**src/rtl/mux_nch_scan.sv**
```systemverilog
// -----------------------------------------------------------------------------
// mux_nch_scan
//
// N-channel, W-bit multiplexer with a registered output and two selection
// modes:
//   - manual: a channel select is loaded with a one-cycle strobe;
//   - scan:   an internal pointer steps through every channel, holding each
//             one for DWELL cycles.
// Every output word is tagged with the index of the channel that produced it.
//
// Optional feature (macro MUX_NCH_CH_MASK_EN): adds a per-channel enable mask.
// Scan skips masked channels, and a manual load of a masked channel is
// rejected. With the macro undefined all channels are enabled.
//
// Ports:
//   clk       in   system clock, rising edge
//   rst_n     in   synchronous active-low reset
//   i_data    in   packed channel inputs, channel k = i_data[k*W +: W]
//   en        in   block enable (0 = idle)
//   mode      in   0 = manual, 1 = scan
//   sel       in   manual channel select
//   sel_load  in   one-cycle strobe capturing sel in manual mode
//   ch_mask   in   per-channel enable, only with MUX_NCH_CH_MASK_EN
//   y         out  registered selected data
//   y_ch      out  channel index that produced y
//   y_valid   out  y / y_ch valid this cycle
//   wrap      out  pulse on the cycle y_ch first shows the channel reached
//                  by a wrap-around advance
//   sel_err   out  pulse after a rejected manual select
// -----------------------------------------------------------------------------
module mux_nch_scan #(
    parameter int N_CH  = 4,
    parameter int W     = 8,
    parameter int SEL_W = 2,
    parameter int DWELL = 1
) (
    input  logic                clk,
    input  logic                rst_n,
    input  logic [N_CH*W-1:0]   i_data,
    input  logic                en,
    input  logic                mode,
    input  logic [SEL_W-1:0]    sel,
    input  logic                sel_load,
`ifdef MUX_NCH_CH_MASK_EN
    input  logic [N_CH-1:0]     ch_mask,
`endif
    output logic [W-1:0]        y,
    output logic [SEL_W-1:0]    y_ch,
    output logic                y_valid,
    output logic                wrap,
    output logic                sel_err
);

    localparam int DW_W = (DWELL > 1) ? $clog2(DWELL) : 1;
    localparam logic [DW_W-1:0] DWELL_LAST = DW_W'(DWELL - 1);

    typedef enum logic [1:0] {
        IDLE = 2'd0,
        MAN  = 2'd1,
        SCAN = 2'd2
    } state_t;

    state_t            state_q, state_d;
    logic [W-1:0]      y_q, y_d;
    logic [SEL_W-1:0]  y_ch_q, y_ch_d;
    logic              y_valid_q, y_valid_d;
    logic              wrap_q, wrap_d;
    logic              sel_err_q, sel_err_d;
    logic [SEL_W-1:0]  cur_ch_q, cur_ch_d;
    logic [DW_W-1:0]   dwell_cnt_q, dwell_cnt_d;
    // Set on the last dwell cycle: the next scan cycle outputs the following
    // channel, so cur_ch always names the channel currently shown on y.
    logic              adv_q, adv_d;

    logic [W-1:0]      ch_data [N_CH];
    logic [N_CH-1:0]   ch_en;
    logic [SEL_W-1:0]  ch_next;
    logic [W-1:0]      sel_data;
    logic              sel_ok;
    logic [DW_W-1:0]   dwell_eff;

    // Next-enabled-channel search results
    logic              hi_found, lo_found, any_en;
    logic [SEL_W-1:0]  hi_ch, lo_ch, adv_ch;
    logic              adv_wrap;

    genvar gi;
    generate
        for (gi = 0; gi < N_CH; gi++) begin : g_split
            assign ch_data[gi] = i_data[gi*W +: W];
        end
    endgenerate

`ifdef MUX_NCH_CH_MASK_EN
    assign ch_en = ch_mask;
`else
    assign ch_en = '1;
`endif

    // Next enabled channel after cur_ch in ascending modulo order. Scanning
    // downwards leaves the lowest qualifying index in each bucket: hi_* is
    // the first enabled channel above cur_ch, lo_* the first at or below it
    // (reaching it means the advance went through index 0).
    always_comb begin
        hi_found = 1'b0;
        lo_found = 1'b0;
        hi_ch    = cur_ch_q;
        lo_ch    = cur_ch_q;
        for (int j = N_CH - 1; j >= 0; j--) begin
            if (ch_en[j]) begin
                if (SEL_W'(j) > cur_ch_q) begin
                    hi_found = 1'b1;
                    hi_ch    = SEL_W'(j);
                end else begin
                    lo_found = 1'b1;
                    lo_ch    = SEL_W'(j);
                end
            end
        end
        any_en   = hi_found | lo_found;
        adv_ch   = hi_found ? hi_ch : lo_ch;
        adv_wrap = ~hi_found & lo_found;
    end

    // A manual select is accepted only if it names an existing, enabled channel.
    always_comb begin
        sel_ok = 1'b0;
        for (int j = 0; j < N_CH; j++) begin
            if (sel == SEL_W'(j) && ch_en[j]) begin
                sel_ok = 1'b1;
            end
        end
    end

    always_comb begin
        sel_data = '0;
        for (int j = 0; j < N_CH; j++) begin
            if (ch_next == SEL_W'(j)) begin
                sel_data = ch_data[j];
            end
        end
    end

    // Dwell always restarts from zero when scan is (re)entered.
    assign dwell_eff = (state_q == SCAN) ? dwell_cnt_q : '0;

    always_comb begin
        state_d     = !en ? IDLE : (mode ? SCAN : MAN);
        y_d         = y_q;
        y_ch_d      = y_ch_q;
        y_valid_d   = 1'b0;
        wrap_d      = 1'b0;
        sel_err_d   = 1'b0;
        cur_ch_d    = cur_ch_q;
        dwell_cnt_d = dwell_cnt_q;
        adv_d       = 1'b0;
        ch_next     = cur_ch_q;

        case (state_d)
            IDLE: begin
                dwell_cnt_d = '0;
            end
            MAN: begin
                dwell_cnt_d = '0;
                if (sel_load) begin
                    if (sel_ok) begin
                        ch_next = sel;
                    end else begin
                        sel_err_d = 1'b1;
                    end
                end
                cur_ch_d  = ch_next;
                y_d       = sel_data;
                y_ch_d    = ch_next;
                y_valid_d = 1'b1;
            end
            SCAN: begin
                if (any_en) begin
                    if (adv_q) begin
                        ch_next = adv_ch;
                        wrap_d  = adv_wrap;
                    end
                    cur_ch_d = ch_next;
                    if (dwell_eff == DWELL_LAST) begin
                        dwell_cnt_d = '0;
                        adv_d       = 1'b1;
                    end else begin
                        dwell_cnt_d = dwell_eff + 1'b1;
                    end
                    y_d       = sel_data;
                    y_ch_d    = ch_next;
                    y_valid_d = 1'b1;
                end else begin
                    // Nothing enabled: freeze the scan where it is.
                    adv_d = adv_q;
                end
            end
            default: ;
        endcase
    end

    always_ff @(posedge clk) begin
        if (!rst_n) begin
            state_q     <= IDLE;
            y_q         <= '0;
            y_ch_q      <= '0;
            y_valid_q   <= 1'b0;
            wrap_q      <= 1'b0;
            sel_err_q   <= 1'b0;
            cur_ch_q    <= '0;
            dwell_cnt_q <= '0;
            adv_q       <= 1'b0;
        end else begin
            state_q     <= state_d;
            y_q         <= y_d;
            y_ch_q      <= y_ch_d;
            y_valid_q   <= y_valid_d;
            wrap_q      <= wrap_d;
            sel_err_q   <= sel_err_d;
            cur_ch_q    <= cur_ch_d;
            dwell_cnt_q <= dwell_cnt_d;
            adv_q       <= adv_d;
        end
    end

    assign y       = y_q;
    assign y_ch    = y_ch_q;
    assign y_valid = y_valid_q;
    assign wrap    = wrap_q;
    assign sel_err = sel_err_q;

endmodule

```
**config.mk**
```make
export PLATFORM = sky130hd
export DESIGN_NAME = mux_nch_scan
export DESIGN_NICKNAME = d
export VERILOG_FILES = /design/src/rtl/mux_nch_scan.sv
export SDC_FILE = /design/constraint.sdc
export NUM_CORES = 1
export LEC_CHECK = 0
export CORE_ASPECT_RATIO = 1.25
export CORE_MARGIN = 4
export CORE_UTILIZATION = 38
export CTS_CLUSTER_SIZE = 24
export DETAILED_ROUTE_END_ITERATION = 8
export GPL_TIMING_DRIVEN = 0
export PLACE_DENSITY = 0.9
export SYNTH_ARGS = -nofsm -noshare
export SYNTH_HDL_FRONTEND = slang
export SYNTH_SLANG_ARGS = --single-unit
```
**constraint.sdc**
```tcl
create_clock -name clk -period 2.1 [get_ports clk]
set_clock_uncertainty 0.15 [all_clocks]
set_input_delay 0.42 -clock clk [delete_from_list [all_inputs] [get_ports clk]]
set_output_delay 0.42 -clock clk [all_outputs]
set_load 0.01 [all_outputs]
```
==> impl_metrics.toml <==
[run_status]
status = "completed"

[placement]
numPortBuffers = 50
detailed_place_hpwl_um = 2110
postPlaceCellArea_mm2 = 0.00146
post-place-cells = 174
gp_congestion = 0.781
dp_slack_ns = -0.450

[critical_path]
r2r_start = "cur_ch_q[1]$_SDFF_PN0_"
cp-end-kind = "register"
cp-start-kind = "register"
worst-setup-path-type = "register to register"
rr_worst_depth = 9
cp.arrival_ns = 2.03
crit_path_max_incr_delay_ns = 0.38
startpoint = "cur_ch_q[1]$_SDFF_PN0_"
crit_chain = "inv_1 > ha_1 > nand2_1 > nor2_1 > a211oi_2 > buf_6 > buf_12 > mux2i_2 > o221ai_2"
crit_fanout = 10
crit_required_ns = 2.12
cp_slowest_cell = "dfxtp_4"

[timing]
hold_viol = 0
worst_slack_ns = 0.0869
slew_violations = 0
min_period_ns = 2.01
fmax_mhz = 497
min_period_over_period = 0.959
setup_viol = 0

[cts]
htreeDepth = 1
cts_tree = "done"
clkSlewWorstSetupHoldPaths_ns = 0.09
worstSkewPairLatency_ns = 0.28
cts_buffer_depth = 2
ctsHoldBuffers = 0
cts_root_buffer = "clkbuf_4"
cts-buffers-inserted = 3
clkSinkCount = 16

[finish]
final_cell_mix = "clkdlybuf4s50_1 (48), dfxtp_1 (15), nand2_1 (14)"
final_layout_size_suffix_gt1_frac = 0.193
diodes = 0
layout_commonest_cell = "clkdlybuf4s50_1"
fill_cells = 181
nets = 193
utilization = 0.681
final_cell_area_mm2 = 0.00154
area_growth_syn_to_layout_pct = 66.4
final_cells = 181

[floorplanning]
initial_core_util = 0.409
rows = 19
ioPinCount = 52
core_mm2 = 0.00226
dieArea_mm2 = 0.00329
dieWidth_um = 52.1
dieHeight_um = 63.2

[min_path]
hold_path.class = "register to register"
worstHoldPathCells = 2
hp-start = "y[2]$_SDFFE_PN0N_"

[route]
dr_total_vias = 912
first_pass_iters = 4
routed_wl_um = 2570
antenna_left = 0
viasPerCell = 5.04
drt_iter0_markers = 12
drcViolationCount = 0
wl_per_cell_um = 14.2

[synthesis]
synth.area.top_cells = "dfxtp_1 (35%), mux2i_1 (17%), o221ai_2 (13%)"
ys_ff_latch = 16
avgSynthCellArea_um2 = 9.94
seq_area_frac_synth = 0.346
yosysWarnings = 0
netlist_area_um2 = 925
syn_nets = 134
syn_inst = 93
yosys.cell_types.count = 28
yosys.area.top_type_share = 0.346
yosysTopAreaCell = "dfxtp_1"

[power_and_ir_drop]
p_per_area_mw_per_mm2 = 506
vdd_drop_max_mv = 0.340
p_leak_nw = 0.608

[global_route]
antenna_found_initial = 0
grt_use_total = 0.166
grt_pass1_vias = 928
grt_max_degree = 11
grt_pass1_wl_um = 4180
grt_remaining_overflow = 0

[job]
maxCapViolCount = 0
-- path summary, 6_finish.rpt --
check / endpoint / slack, ns
hold / removal: y[2]$_SDFFE_PN0N_ / 0.33
setup reg to reg: y[0]$_SDFFE_PN0N_ / 0.09
hold reg to reg: y[2]$_SDFFE_PN0N_ / 0.33
setup / recovery: y[0]$_SDFFE_PN0N_ / 0.09
-- synth_stat cells (all sizes together) --
library cell,number
o21a,1
o22ai,1
a21oi,4
and3,2
nor2,3
mux2i,16
or2,1
or3b,1
inv,4
nand2,15
a211oi,1
a21boi,1
buf,5
and2,2
o21ai,3
nor2b,1
ha,2
dfxtp,16
nand2b,3
o221ai,9
conb,1
a211o,1
-- kinds of logic after synthesis --
group	Yosys count	synth area share
other	1	0.00406
AND/OR/NAND/NOR	28	0.146
flip-flops	16	0.346
multiplexers	16	0.173
adder cells (fa/ha/maj)	2	0.0271
buffers and inverters	9	0.0717
AO/OA/AOI/OAI	21	0.231
-- layer usage --
| layer | track usage | wire, um | vias up |
|---|---|---|---|
| met3 | 0.00708 | 91 | 4 |
| met5 | 0 | 0 | - |
| met1 | 0.192 | 962 | 431 |
| li1 | - | - | 452 |
| met4 | 0.0689 | 37 | 0 |
| met2 | 0.305 | 1470 | 25 |
-- worst max-delay path, delay by kind of cell, from the launching register on --
family / cells / cell delay [ns]
AO/OA/AOI/OAI: 2 / 0.32
adder cells (fa/ha/maj): 1 / 0.29
buffers and inverters: 3 / 0.38
flip-flops: 1 / 0.38
multiplexers: 1 / 0.25
AND/OR/NAND/NOR: 2 / 0.11
-- stage by stage --
stage               power [mW]  hold slack, ns    TNS, ns
finish                   0.779           0.327          0
global route             0.823           0.351  -0.000294
CTS                      0.768           0.318          0
detailed placement       0.606           0.304      -3.53
global placement         0.597           0.297      -3.07
floorplan                0.473           0.360          0
-- registers in the layout (all words and copies together) (netlist names) --
register	count
adv_q	1
cur_ch_q	2
sel_err	1
wrap	1
y	8
y_ch	2
y_valid	1
-- repair_timing --
item / CTS / global route
setup buffers: 0 / 4
setup endpoints to repair: 8 / 8
gates resized for setup: 2 / 7
cloned: 0 / 0
pin swaps: 0 / 1
-- layout make-up --
type                            count  area [um2]  area share
Buffer                              5        51.3      0.0333
Multi-Input combinational cell     68         556       0.361
Clock buffer                        3        22.5      0.0146
Sequential cell                    16         324       0.211
Tap cell                           31        38.8      0.0252
Inverter                            4        15.0     0.00976
Timing Repair Buffer               54         532       0.346
-- where the power goes --
group / internal [mW] / leakage, nW / switching, mW
logic: 0.172 / 0.462 / 0.106
clock network: 0.0666 / 0.0138 / 0.0951
registers: 0.326 / 0.133 / 0.0133
Note: power is estimated with default switching activity, not from simulation.
